--- config.mk ---
export PLATFORM = sky130hd
export DESIGN_NAME = dlx_mc_sequencer
export DESIGN_NICKNAME = d
export VERILOG_FILES = /design/src/rtl/dlx_mc_sequencer.sv
export SDC_FILE = /design/constraint.sdc
export NUM_CORES = 1
export LEC_CHECK = 0
export ABC_AREA = 1
export BUFFER_PORTS_ARGS = -buffer_cell sky130_fd_sc_hd__clkbuf_2
export CAP_MARGIN = 5
export CORE_ASPECT_RATIO = 2
export CORE_UTILIZATION = 48
export DETAILED_ROUTE_END_ITERATION = 8
export PLACE_DENSITY = 0.85
export SLEW_MARGIN = 20
export SYNTH_ARGS = -nofsm -noshare
export SYNTH_HDL_FRONTEND = slang
export SYNTH_SLANG_ARGS = --single-unit
--- constraint.sdc ---
create_clock -name clk -period 1.4 [get_ports clk]
set_input_delay 0.28 -clock clk [delete_from_list [all_inputs] [get_ports clk]]
set_output_delay 0.28 -clock clk [all_outputs]
set_load 0.1 [all_outputs]
--- src/rtl/dlx_mc_sequencer.sv ---
// Multi-cycle DLX control sequencer: walks one instruction at a time through
// FETCH/DECODE/EXEC/MEM/WB and drives the memory, IR, PC and register-file strobes.
module dlx_mc_sequencer #(
   parameter int MEM_TIMEOUT = 15
) (
   input  logic        clk,
   input  logic        rst_n,
   input  logic [31:0] instr,
   input  logic        memAck,
   input  logic        branchTaken,
   output logic        memReq,
   output logic        memWe,
   output logic        memAddrSel,
   output logic        irWr,
   output logic        pcWr,
   output logic [1:0]  pcSrc,
   output logic        regWr,
   output logic [2:0]  state,
   output logic        halted,
   output logic        busErr,
   output logic [31:0] instrCount
);

   // Counter only needs to hold 0..MEM_TIMEOUT-1; the terminal value triggers ERR.
   localparam int TW = (MEM_TIMEOUT < 2) ? 1 : $clog2(MEM_TIMEOUT);
   localparam logic [TW-1:0] TMO_LAST = TW'(MEM_TIMEOUT - 1);

   localparam logic [1:0] PC_SEQ = 2'b00;
   localparam logic [1:0] PC_BR  = 2'b01;
   localparam logic [1:0] PC_JMP = 2'b10;
   localparam logic [1:0] PC_REG = 2'b11;

   typedef enum logic [2:0] {
      S_FETCH  = 3'd0,
      S_DECODE = 3'd1,
      S_EXEC   = 3'd2,
      S_MEM    = 3'd3,
      S_WB     = 3'd4,
      S_HALT   = 3'd6,
      S_ERR    = 3'd7
   } state_t;

   typedef enum logic [3:0] {
      C_ALU,
      C_LOAD,
      C_STORE,
      C_BRANCH,
      C_J,
      C_JR,
      C_JAL,
      C_JALR,
      C_TRAP
   } iclass_t;

   function automatic iclass_t classify(input logic [5:0] op);
      iclass_t c;
      case (op)
         6'h20, 6'h21, 6'h23, 6'h24, 6'h25: c = C_LOAD;
         6'h28, 6'h29, 6'h2b:               c = C_STORE;
         6'h04, 6'h05:                      c = C_BRANCH;
         6'h02:                             c = C_J;
         6'h12:                             c = C_JR;
         6'h03:                             c = C_JAL;
         6'h13:                             c = C_JALR;
         6'h11:                             c = C_TRAP;
         default:                           c = C_ALU;
      endcase
      return c;
   endfunction

   state_t        state_q, state_d;
   iclass_t       cls_q, cls_d;
   logic [TW-1:0] tmo_q, tmo_d;
   logic [31:0]   cnt_q, cnt_d;

   logic       req, we, asel, ir_wr, pc_wr, reg_wr;
   logic [1:0] pc_src;

   // Only the opcode field matters to sequencing; operand fields go to the datapath.
   logic unused_instr_bits;
   assign unused_instr_bits = ^instr[25:0];

   always_ff @(posedge clk or negedge rst_n) begin
      if (!rst_n) begin
         state_q <= S_FETCH;
         cls_q   <= C_ALU;
         tmo_q   <= '0;
         cnt_q   <= '0;
      end else begin
         state_q <= state_d;
         cls_q   <= cls_d;
         tmo_q   <= tmo_d;
         cnt_q   <= cnt_d;
      end
   end

   always_comb begin
      state_d = state_q;
      cls_d   = cls_q;
      tmo_d   = '0;
      req     = 1'b0;
      we      = 1'b0;
      asel    = 1'b0;
      ir_wr   = 1'b0;
      pc_wr   = 1'b0;
      reg_wr  = 1'b0;
      pc_src  = PC_SEQ;

      case (state_q)
         S_FETCH: begin
            req = 1'b1;
            if (memAck) begin
               ir_wr   = 1'b1;
               state_d = S_DECODE;
            end else if (tmo_q == TMO_LAST) begin
               state_d = S_ERR;
            end else begin
               tmo_d = tmo_q + TW'(1);
            end
         end

         S_DECODE: begin
            cls_d   = classify(instr[31:26]);
            state_d = S_EXEC;
         end

         S_EXEC: begin
            case (cls_q)
               C_LOAD, C_STORE: state_d = S_MEM;
               C_BRANCH: begin
                  pc_wr   = 1'b1;
                  pc_src  = branchTaken ? PC_BR : PC_SEQ;
                  state_d = S_FETCH;
               end
               C_J: begin
                  pc_wr   = 1'b1;
                  pc_src  = PC_JMP;
                  state_d = S_FETCH;
               end
               C_JR: begin
                  pc_wr   = 1'b1;
                  pc_src  = PC_REG;
                  state_d = S_FETCH;
               end
               C_TRAP:  state_d = S_HALT;
               default: state_d = S_WB;
            endcase
         end

         S_MEM: begin
            req  = 1'b1;
            asel = 1'b1;
            we   = (cls_q == C_STORE);
            // Ack in the terminal cycle still completes the access.
            if (memAck) begin
               if (cls_q == C_STORE) begin
                  pc_wr   = 1'b1;
                  state_d = S_FETCH;
               end else begin
                  state_d = S_WB;
               end
            end else if (tmo_q == TMO_LAST) begin
               state_d = S_ERR;
            end else begin
               tmo_d = tmo_q + TW'(1);
            end
         end

         S_WB: begin
            reg_wr = 1'b1;
            pc_wr  = 1'b1;
            if (cls_q == C_JAL) begin
               pc_src = PC_JMP;
            end else if (cls_q == C_JALR) begin
               pc_src = PC_REG;
            end
            state_d = S_FETCH;
         end

         S_HALT: state_d = S_HALT;
         S_ERR:  state_d = S_ERR;
         default: state_d = S_FETCH;
      endcase

      cnt_d = pc_wr ? (cnt_q + 32'd1) : cnt_q;
   end

   // Strobes are forced low while reset is held so an abort never leaks a partial access.
   assign memReq     = req & rst_n;
   assign memWe      = we & rst_n;
   assign memAddrSel = asel & rst_n;
   assign irWr       = ir_wr & rst_n;
   assign pcWr       = pc_wr & rst_n;
   assign regWr      = reg_wr & rst_n;
   assign pcSrc      = pc_src;
   assign state      = state_q;
   assign halted     = (state_q == S_HALT);
   assign busErr     = (state_q == S_ERR);
   assign instrCount = cnt_q;

endmodule

==> metrics.yaml, run 1 <==
grt:
  grt_pass1_vias: 4392
  grt_max_degree: 44
  grt_overflow: 0
  grt_usage: 0.461
  grt_pass1_wl_mm: 21.9
  antenna_found_initial: 1
final_layout:
  drive_gt1_frac: 0.439
  syn_to_final_growth_pct: 85.1
  n_antenna_cell: 0
  final_cell_count_no_fill: 669
  fillers: 204
  regArea_um2: 1180
  layout_commonest_cell: "nand2_1"
  final_cell_mix: "150 x nand2_1, 65 x buf_4, 55 x nor2_1"
  design_area_um2: 5450
  fin_nets: 644
  multiInputGateArea_um2: 1930
critical_path:
  reg2regPathDepth: 12
  critical_path_required_ps: 1120
  path_delay_family: "flip-flops"
  startpoint_type: "register"
  cp_num_cells: 8
  cp-end-kind: "output pin"
  cp_cell_sequence: "inv_4, nand3_4, nor2_2, nand2_2, nand3_2, nand2_2, clkinvlp_4, buf_12"
  cpMostUsedCell: "nand2_2"
  crit_fanout: 3
  arrival_ps: 1770
  crit_buf_inv: 3
  worst_path_max_delay_cell: "dfrtp_4"
  slowest_delay_ps: 550
  critical_path_class: "register to output pin"
route:
  viasPerCell: 6.93
  first_iter_violations: 1087
  routedWlPerCell_um: 27.1
  ant_nets: 0
  vias: 4635
  wl_mm: 18.1
  drc: 267
  first_pass_iters: 9
sta:
  slew_headroom: 0.570
  finalSetupViolCount: 66
  setup_slack_ps: -652
  skew_ps: 14.5
  hold_viol_final: 0
  fin_crit_ps: 2050
  tightestPinTransition_ps: 645
  rsz0062_at_grt: "yes"
  min_period_over_period: 1.47
  final.setup.tns_ps: -24560
  max_freq_mhz: 487
  slew_violations: 0
floorplanning:
  initial_core_util: 0.494
  dieArea_um2: 6470
  coreArea_um2: 5960
  dieWidth_um: 57.4
  ios: 81
  die_y_um: 113
  row_count: 40
synthesis:
  ys_ff_latch: 43
  syn_area_per_cell_um2: 6.47
  syn_nets: 494
  yosysWarnings: 0
  yosysSeqAreaShare: 0.366
  netlist_area_um2: 2940
  synth.distinct_cells: 30
  synthCells: 455
run_status:
  violations: "design-rule violations, negative setup slack"
  status: "complete, but fails checks"
hold_path:
  hold_class: "primary input to asynchronous set/reset pin"
place:
  dpl.hpwl_mm: 8.17
  place_ws_ps: -300
  dpl_cell_area_um2: 4720
  placedCellCount: 638
  io_buffers: 54
  gp_congestion: 1.11
clocking:
  cts.sinks: 43
  cts_buffer_depth: 2
  cts_tree: "built"
  clk_pin_slew_ps: 80
  h-tree-depth: 2
  cts_hold_buf: 0
  numCtsBuffers: 5
  clk_latency_ps: 320
  cts_root_buf: "clkbuf_16"
run:
  cap_violations: 0
pwr:
  power_mw: 2.58
  powerDensity_nw_per_um2: 473
  power_leakage_nw: 2.40
  ir_drop_mv: 0.794
-- repair_timing --
item                                    4_1_cts  5_1_grt
cloned                                        4        1
resized for setup                            36       62
pin swaps                                    13       21
buffers inserted                             10       10
endpoints found under the setup margin       53       65
-- flip-flops by register name (all words and copies together), names as in the netlist --
register,cells
state,3
instrCount,32
cls_q,4
tmo_q,4
-- stage by stage --
step / hold WS, ps / utilization
2_1_floorplan: -15.6 / -
3_3_place_gp: 473 / 0.793
5_1_grt: 306 / 0.914
4_1_cts: 202 / 0.868
6_report: 261 / 0.914
3_5_place_dp: 503 / 0.793
-- metal layers --
metal	track usage	up-vias	wire [um]
met5	0	-	0
met4	0.415	0	2610
met3	0.0971	278	2200
met2	0.769	556	8240
met1	0.464	2057	5080
li1	-	1744	-
-- cell families (layout without fill, tap and decap cells) --
logic type               after synthesis  count (layout)  synth area share
AND/OR/NAND/NOR                      313             313             0.448
buffers and inverters                 58             209            0.0850
flip-flops                            43              43             0.366
AO/OA/AOI/OAI                         25              25            0.0472
XOR/XNOR                              13              13            0.0412
adder cells (fa/ha/maj)                3               3            0.0128
-- path summary, 6_finish.rpt --
path | startpoint | to | slack, ps
min reg2reg | instrCount[17] | instrCount[17] | 600
min | rst_n | instrCount[26] | 260
min in group clk | instr[29] | cls_q[1] | 370
max in group asynchronous | rst_n | instrCount[0] | 610
max | state[2] | pcWr | -650
max reg2reg | state[2] | instrCount[18] | -610
-- cell type report --
cell class / count / area share
clock inverter: 3 / 0.00276
sequential: 43 / 0.216
tap: 63 / 0.0145
clock buffer: 5 / 0.0230
multi-input combinational: 354 / 0.355
inverter: 49 / 0.0368
timing repair buffer: 152 / 0.352
-- report_power, final --
| part | total, mW | switching (mW) | internal [mW] |
|---|---|---|---|
| sequential | 1.24 | 0 | 1.24 |
| combinational | 0.0921 | 0.0725 | 0.0196 |
| clock | 1.25 | 0.590 | 0.655 |
-- synthesized netlist by cell type (all sizes together) --
| library cell | number | share of area |
|---|---|---|
| clkbuf | 1 | 0.0013 |
| nor3 | 3 | 0.0089 |
| buf | 8 | 0.021 |
| nand3b | 2 | 0.0051 |
| xnor2 | 1 | 0.0030 |
| nand4 | 9 | 0.019 |
| nand2 | 169 | 0.22 |
| dfrtp | 43 | 0.37 |
| ha | 3 | 0.013 |
| xor2 | 12 | 0.038 |
| nor2 | 74 | 0.098 |
| a21oi | 3 | 0.0064 |
| o211ai | 2 | 0.0051 |
| inv | 49 | 0.063 |
| o22ai | 1 | 0.0021 |
| o2111ai | 1 | 0.0030 |
| nor4 | 1 | 0.0021 |
| nand3 | 55 | 0.099 |
| o21ai | 18 | 0.031 |
-- worst register-to-register path, delay by kind of cell (launching register included) --
family | cells | cell delay (ps)
AND/OR/NAND/NOR | 7 | 680
buffers and inverters | 5 | 650
flip-flops | 1 | 550
No activity file was read; power rests on OpenSTA's default activity.
==> inputs of run 2 (changes only) <==
CORE_MARGIN = 8   (was unset)
==> run 2 against run 1 <==
- the run still ends with design-rule violations, negative setup slack left
- critical path type unchanged
- first-iteration DRC count is 3.3% higher
- global-route usage is 15 points lower
- sequential power hardly changed
- total power is 4.1% higher
- sequential share of layout area is 0.12 points higher
- hold slack worse by 110 ps
- final cell count is 0.60% lower
==> metrics.yaml, run 2 (synthesis gave the netlist of run 1 again) <==
place:
  io_buffers: 54  # unchanged
  dpl.hpwl_mm: 8.14  # -0.48%
  gp_congestion: 1.03  # -7.4%
  dpl_cell_area_um2: 4680  # -0.95%
  place_ws_ps: -361  # -60.9 ps
grt:
  grt_max_degree: 40  # -9.1%
  antenna_found_initial: 0  # -1
  grt_pass1_vias: 4151  # -5.5%
  grt_usage: 0.306  # -0.155
  grt_pass1_wl_mm: 21.1  # -3.6%
  grt_overflow: 0  # unchanged
floorplanning:
  die_y_um: 127  # +12%
  coreArea_um2: 5960  # unchanged
  initial_core_util: 0.494  # unchanged
  dieArea_um2: 9040  # +40%
  dieWidth_um: 71.4  # +24%
  row_count: 40  # unchanged
  ios: 81  # unchanged
hold_path:
  hold_class: "primary input to asynchronous set/reset pin"
pwr:
  powerDensity_nw_per_um2: 496  # +4.7%
  power_leakage_nw: 2.38  # -0.86%
  ir_drop_mv: 1.02  # +28%
  power_mw: 2.68  # +4.1%
run:
  cap_violations: 0  # unchanged
critical_path:
  critical_path_class: "register to output pin"
  arrival_ps: 1910  # +140 ps
  crit_fanout: 4  # +1
  startpoint_type: "register"
  critical_path_required_ps: 1120  # about the same
  cp-end-kind: "output pin"
final_layout:
  final_cell_mix: "153 x nand2_1, 56 x buf_4, 52 x nor2_1"
  fillers: 228  # +12%
  drive_gt1_frac: 0.424  # -0.0154
  largest_register_ff_count: 32  # unchanged
  design_area_um2: 5420  # -0.57%
  fin_nets: 640  # -0.62%
  n_antenna_cell: 0  # unchanged
  layout_commonest_cell: "nand2_1"
  syn_to_final_growth_pct: 84.0
sta:
  skew_ps: 5.68  # -8.80 ps
  slew_violations: 0  # unchanged
  hold_ws_ps: 151  # -110 ps
  tightestPinTransition_ps: 539  # -105 ps
  hold_viol_final: 0  # unchanged
  fin_crit_ps: 2190  # +140 ps
  rsz0062_at_grt: "yes"
  final.setup.tns_ps: -27170  # -2600 ps
  setup_slack_ps: -792  # -140 ps
  slew_headroom: 0.641  # +0.0702
  max_freq_mhz: 456  # -6.4%
  min_period_over_period: 1.57  # +0.0997
  finalSetupViolCount: 70  # +6.1%
clocking:
  cts_buffer_depth: 2  # unchanged
  clk_pin_slew_ps: 70  # about the same
  numCtsBuffers: 5  # unchanged
  h-tree-depth: 2  # unchanged
  cts_root_buf: "clkbuf_16"
  cts_tree: "built"
  cts.sinks: 43  # unchanged
  clk_latency_ps: 320  # about the same
run_status:
  status: "complete, but fails checks"
  violations: "design-rule violations, negative setup slack"
route:
  first_iter_violations: 1123  # +3.3%
  viasPerCell: 6.67  # -3.8%
  ant_nets: 0  # unchanged
  vias: 4433  # -4.4%
  first_pass_iters: 9  # unchanged
  wl_mm: 17.7  # -2.3%
  drc: 42  # -84%
  routedWlPerCell_um: 26.6  # -1.7%
==> run 2: cell count changes in the layout (fill, tap and decap cells not counted), moves of 3 or more <==
cell      delta
o21ai_2      -4
clkinv_2     -3
nor2_1       -3
buf_6        +6
nor2_2       +3
o21ai_1      +4
buf_4        -9
nand2_1      +3
==> run 2: critical path: stages, from the launching register on <==
cell        delay, ps
dfrtp_4           550
nor3_4            420
nand2_2           180
nand3_2           120
nand2_2            60
clkinvlp_4         80
buf_12            160
==> run 2: path summary, 6_finish.rpt <==
check,startpoint,to,slack [ps],cells after the start
setup / recovery,state[0],pcWr,-790,6
hold / removal,rst_n,instrCount[0],150,2
setup reg to reg,instrCount[16],instrCount[28],-690,8
hold reg to reg,tmo_q[0],tmo_q[0],510,1
max in group asynchronous,rst_n,state[1],700,3
min in group clk,instr[26],cls_q[3],280,3
==> run 2: per-stage QoR <==
step | instances | util
after global placement | 632 | 0.785
after floorplan | 455 | -
after CTS | 653 | 0.852
after global routing | 665 | 0.909
after detailed placement | 632 | 0.785
final | 665 | 0.909
==> run 2: layout make-up <==
cell class                      count  area (um2)  share of cell area
Multi-Input combinational cell    354        1910               0.352
Timing Repair Buffer              148        1900               0.351
Sequential cell                    43        1180               0.217
Inverter                           49         196              0.0363
Clock buffer                        8         156              0.0289
Tap cell                           63        78.8              0.0146
==> run 2: report_power, final <==
group | internal [mW] | switching, mW | leakage (nW)
sequential | 1.24 | 0 | 0.502
combinational | 0.0232 | 0.0639 | 1.80
clock | 0.763 | 0.593 | 0.0772
==> run 2: layer usage <==
layer | vias up | global-route usage | part of all wire
li1 | 1735 | - | -
met1 | 1994 | 0.279 | 0.28
met2 | 486 | 0.545 | 0.48
met3 | 218 | 0.0773 | 0.12
met4 | 0 | 0.255 | 0.12
met5 | - | 0 | 0
==> run 2: what timing repair did <==
item | 4_1_cts | 5_1_grt
gates cloned | 3 | 2
endpoints found under the hold margin | 4 | 0
buffers inserted | 10 | 13
endpoints found under the setup margin | 57 | 65
pin swaps | 10 | 14
hold buffers | 1 | 0
gates resized for setup | 29 | 63
